File: config.mk
export PLATFORM = sky130hd
export DESIGN_NAME = reset_sequencer
export DESIGN_NICKNAME = d
export VERILOG_FILES = /design/src/rtl/reset_sequencer.sv
export SDC_FILE = /design/constraint.sdc
export NUM_CORES = 1
export LEC_CHECK = 0
export ABC_AREA = 1
export CORE_AREA = 2 2 52 54
export DETAILED_ROUTE_END_ITERATION = 7
export DIE_AREA = 0 0 54 56
export GPL_TIMING_DRIVEN = 1
export HOLD_SLACK_MARGIN = 0.08
export PLACE_DENSITY = 0.79
export REMOVE_ABC_BUFFERS = 1
export SYNTH_ARGS = -nofsm -noshare
export SYNTH_HDL_FRONTEND = slang
export SYNTH_SLANG_ARGS = --single-unit
export TNS_END_PERCENT = 100
File: constraint.sdc
create_clock -name clk -period 1.75 [get_ports clk]
set_input_delay 0.2625 -clock clk [delete_from_list [all_inputs] [get_ports clk]]
set_output_delay 0.2625 -clock clk [all_outputs]
set_load 0.005 [all_outputs]
File: src/rtl/reset_sequencer.sv
// Multi-domain reset sequencer: holds every channel in reset after the cause clears,
// then releases channels in ascending order with a fixed gap and optional ready handshake.
module reset_sequencer #(
    parameter int unsigned NUM_CH      = 4,
    parameter int unsigned HOLD_CYCLES = 16,
    parameter int unsigned STEP_CYCLES = 8,
    parameter int unsigned ACK_EN      = 0,
    parameter int unsigned ACK_TIMEOUT = 255
) (
    input  logic              clk,
    input  logic              resetn,
    input  logic              sw_rst_req,
    input  logic [NUM_CH-1:0] ch_ready,
    output logic [NUM_CH-1:0] reset,
    output logic [NUM_CH-1:0] resetn_out,
    output logic              done,
    output logic              busy,
    output logic [NUM_CH-1:0] timeout_err
);

    localparam int unsigned MaxHs  = (HOLD_CYCLES > STEP_CYCLES) ? HOLD_CYCLES : STEP_CYCLES;
    localparam int unsigned MaxCnt = (MaxHs > ACK_TIMEOUT) ? MaxHs : ACK_TIMEOUT;
    localparam int unsigned CntW   = $clog2(MaxCnt + 1);
    localparam int unsigned IdxW   = (NUM_CH > 1) ? $clog2(NUM_CH) : 1;

    localparam logic [IdxW-1:0] LastIdx = IdxW'(NUM_CH - 1);
    localparam logic [CntW-1:0] CntOne  = CntW'(1);

    typedef enum logic [2:0] {
        StAssert,
        StHold,
        StWaitAck,
        StGap,
        StDone
    } state_e;

    state_e            state_q, state_d;
    logic [CntW-1:0]   cnt_q, cnt_d;
    logic [IdxW-1:0]   idx_q, idx_d;
    logic [NUM_CH-1:0] rst_q, rst_d;
    logic [NUM_CH-1:0] terr_q, terr_d;
    logic              done_q, done_d;
    logic              rel;

    always_comb begin
        state_d = state_q;
        cnt_d   = cnt_q;
        idx_d   = idx_q;
        rst_d   = rst_q;
        terr_d  = terr_q;
        done_d  = done_q;
        rel     = 1'b0;

        unique case (state_q)
            StAssert, StHold, StGap: begin
                // cnt reaching 1 marks the release edge; it never decrements below that
                if (cnt_q == CntOne) begin
                    rel = 1'b1;
                end else begin
                    cnt_d = cnt_q - CntOne;
                    if (state_q == StAssert) state_d = StHold;
                end
            end
            StWaitAck: begin
                if (ch_ready[idx_q] || (cnt_q == CntOne)) begin
                    if (!ch_ready[idx_q]) terr_d[idx_q] = 1'b1;
                    if (idx_q == LastIdx) begin
                        done_d  = 1'b1;
                        state_d = StDone;
                    end else begin
                        idx_d   = idx_q + IdxW'(1);
                        cnt_d   = CntW'(STEP_CYCLES);
                        state_d = StGap;
                    end
                end else begin
                    cnt_d = cnt_q - CntOne;
                end
            end
            StDone: begin
            end
            default: state_d = StAssert;
        endcase

        if (rel) begin
            rst_d[idx_q] = 1'b0;
            if (ACK_EN != 0) begin
                cnt_d   = CntW'(ACK_TIMEOUT);
                state_d = StWaitAck;
            end else if (idx_q == LastIdx) begin
                done_d  = 1'b1;
                state_d = StDone;
            end else begin
                idx_d   = idx_q + IdxW'(1);
                cnt_d   = CntW'(STEP_CYCLES);
                state_d = StGap;
            end
        end

        // Software restart keeps the sticky timeout flags
        if (sw_rst_req) begin
            state_d = StAssert;
            cnt_d   = CntW'(HOLD_CYCLES);
            idx_d   = '0;
            rst_d   = '1;
            done_d  = 1'b0;
        end
    end

    always_ff @(posedge clk) begin
        if (!resetn) begin
            state_q <= StAssert;
            cnt_q   <= CntW'(HOLD_CYCLES);
            idx_q   <= '0;
            rst_q   <= '1;
            terr_q  <= '0;
            done_q  <= 1'b0;
        end else begin
            state_q <= state_d;
            cnt_q   <= cnt_d;
            idx_q   <= idx_d;
            rst_q   <= rst_d;
            terr_q  <= terr_d;
            done_q  <= done_d;
        end
    end

    assign reset       = rst_q;
    assign resetn_out  = ~rst_q;
    assign done        = done_q;
    assign busy        = ~done_q;
    assign timeout_err = terr_q;

endmodule
==> results.sh <==
export IMPL_grt_pass1_wl_mm=4.50
export IMPL_final_cell_area_um2=1500
export IMPL_vias_per_cell=5.19
export IMPL_synth_ff_type="dfxtp_1"
export IMPL_drtIter0Drc=54
export IMPL_overflow=0
export IMPL_die_h_um=56
export IMPL_ys_top_cells_by_count="nand2_1, inv_1, dfxtp_1"
export IMPL_cp_max_fo=7
export IMPL_met1_usage=0.275
export IMPL_maxSlewHeadroom=0.784
export IMPL_worst_pin_slew_ns=0.324
export IMPL_place_inst=226
export IMPL_cts_resized=0
export IMPL_power_share_sequential=0.559
export IMPL_cap_violations=0
export IMPL_min_path_type="flop to flop"
export IMPL_yosysMostFrequentCell="nand2_1"
export IMPL_cts_sinks=22
export IMPL_finish_utilization=0.617
export IMPL_crit_arrival_ns=1.79
export IMPL_post_route_drc_count=0
export IMPL_cp_slowest_cell="dfxtp_1"
export IMPL_grt_antenna_before_repair=0
export IMPL_antenna_left=0
export IMPL_leakage_nw=0.705
export IMPL_path_cells="inv_1 -> ha_1 -> nand2_1 -> nor2_2 -> nand2_2 -> nand2_2 -> nand2_1 -> nand2_1 -> nand2_1 -> nor2_1"
export IMPL_cp_start_kind="flop"
export IMPL_root_buffer="clkbuf_4"
export IMPL_rows=18
export IMPL_p_clk_frac=0.242
export IMPL_final_period_utilization=0.870
export IMPL_slew_viol_final=0
export IMPL_switching_share=0.297
export IMPL_firstDrtPassIters=5
export IMPL_dr_total_vias=1188
export IMPL_switchingPower_mw=0.285
export IMPL_finalPower_mw=0.960
export IMPL_critPathMostFrequentCell="nand2_1"
export IMPL_fmax_mhz=657
export IMPL_combPwrFrac=0.198
export IMPL_area_growth_pct=20.4
export IMPL_finalClockSkew_ns=0.00508
export IMPL_postCtsSetupRepairBufs=0
export IMPL_die_w_um=54
export IMPL_postSynthAreaPerCell_um2=7.05
export IMPL_cts_buffer_depth=2
export IMPL_async_flop_share=0
export IMPL_port_buffers=20
export IMPL_clk_latency_ns=0.32
export IMPL_pin_count=21
export IMPL_grt_total_usage=0.197
export IMPL_cts_tree="yes"
export IMPL_placed_area_um2=1480
export IMPL_status="finished clean"
export IMPL_finalSetupViolCount=0
export IMPL_period_needed_ns=1.52
export IMPL_post_dp_hpwl_mm=2.07
export IMPL_top_usage_layer="met2"
export IMPL_syn_area_um2=1250
export IMPL_endpoint_kind="flop"
export IMPL_ys_seq_elements=22
export IMPL_htree_num_levels=1
export IMPL_syn_inst=177
export IMPL_initial_core_util=0.513
export IMPL_layout_nets=210
export IMPL_use_met3=0.0376
export IMPL_routabilityCongestion=0.897
export IMPL_drt_wl_total_mm=2.62
export IMPL_path_class="flop to flop"
export IMPL_ctsHoldBuffers=0
export IMPL_setup_tns_final_ns=0
export IMPL_yosysTopAreaCell="dfxtp_1"
export IMPL_cts_buffers=3
export IMPL_diodes=0
export IMPL_clk_pin_slew_ns=0.12
export IMPL_grt_max_degree=12
export IMPL_internal_power_mw=0.675
export IMPL_use_met2=0.293
export IMPL_synth_distinct_cells=26
export IMPL_synth_top_area_share=0.353
export IMPL_dieArea_um2=3020
export IMPL_rsz0062_at_grt="false"
export IMPL_vdd_drop_max_mv=0.453
export IMPL_yosys_warnings=0
export IMPL_hold_violations=0
export IMPL_core_um2=2430
export IMPL_power_density_nw_per_um2=639
export IMPL_drive_gt1_frac=0.131
export IMPL_max_stage_delay_ns=0.33
export IMPL_ys_seq_area_frac=0.353
export IMPL_synth_edf_count=0
export IMPL_worstPathRequired_ns=2.02
export IMPL_final_cells=229
export IMPL_netlist_top_cells_area="dfxtp_1, nand2_1, inv_1"
export IMPL_grt_pass1_vias=1023
export IMPL_wire_per_inst_um=11.4
## critical path: cells and delay by family, from the launching register on
| kind | cells | cell delay [ns] |
|---|---|---|
| and+or+nand+nor | 8 | 0.84 |
| buffers and inverters | 1 | 0.13 |
| DFF | 1 | 0.33 |
| adders and majority gates | 1 | 0.17 |
## power by group through the flow
| stage | sequential, mW | combinational [mW] | clock, mW |
|---|---|---|---|
| floorplan | 0.543 | 0.144 | 0 |
| global placement | 0.547 | 0.183 | 0 |
| detailed placement | 0.548 | 0.187 | 0 |
| CTS | 0.536 | 0.188 | 0.236 |
| global route | 0.540 | 0.217 | 0.254 |
| finish | 0.537 | 0.190 | 0.233 |
## worst paths after layout
kind                                                  start                           to  slack, ns  depth (start not counted)
worst min-delay path            timeout_err[2]$_SDFFE_PN0P_  timeout_err[2]$_SDFFE_PN0P_       0.47                          2
worst max-delay path                    cnt_q[1]$_SDFF_PP0_      state_q[1]$_SDFFE_PP0P_       0.23                         10
worst min register to register  timeout_err[2]$_SDFFE_PN0P_  timeout_err[2]$_SDFFE_PN0P_       0.47                          2
worst max register to register          cnt_q[1]$_SDFF_PP0_      state_q[1]$_SDFFE_PP0P_       0.23                         10
## per-layer routing
layer  up-vias  wire length (µm)
met4         0                47
met1       547              1260
met3         5               108
met2        28              1200
met5         -                 0
li1        608                 -
## kinds of logic (layout without fill, tap and decap cells)
family,count (synthesis),in the layout,share of synthesized area
buf+inv,32,54,0.103
fa+ha+maj,2,2,0.0201
xor+xnor,5,5,0.0351
simple gates,91,91,0.377
compound gates,25,25,0.111
flops,22,22,0.353
## placed cells by master (no fill, tap or decap), drive strengths merged
master / count
nand3: 19
clkbuf: 3
a21oi: 12
inv: 30
dfxtp: 22
nor2: 25
xnor2: 1
o21ai: 11
and3: 1
clkdlybuf4s50: 20
nand2: 40
nor3: 3
a211oi: 1
ha: 2
xor2: 4
nand4: 3
o211ai: 1
buf: 1
## through the flow
step                      setup WS, ns  hold slack (ns)
after floorplan                  0.460            0.446
after global placement           0.225            0.450
after detailed placement         0.171            0.458
after CTS                        0.172            0.474
after global routing            0.0583            0.511
final                            0.227            0.473
## cell type report
cell class / instances / area (µm²)
fillers: 229 / 931
flip-flops and latches: 22 / 440
clock buffers: 3 / 22.5
multi-input cells: 123 / 681
well taps: 30 / 37.5
repair buffers: 21 / 208
inverters: 30 / 113
Note: power is estimated with default switching activity, not from simulation.
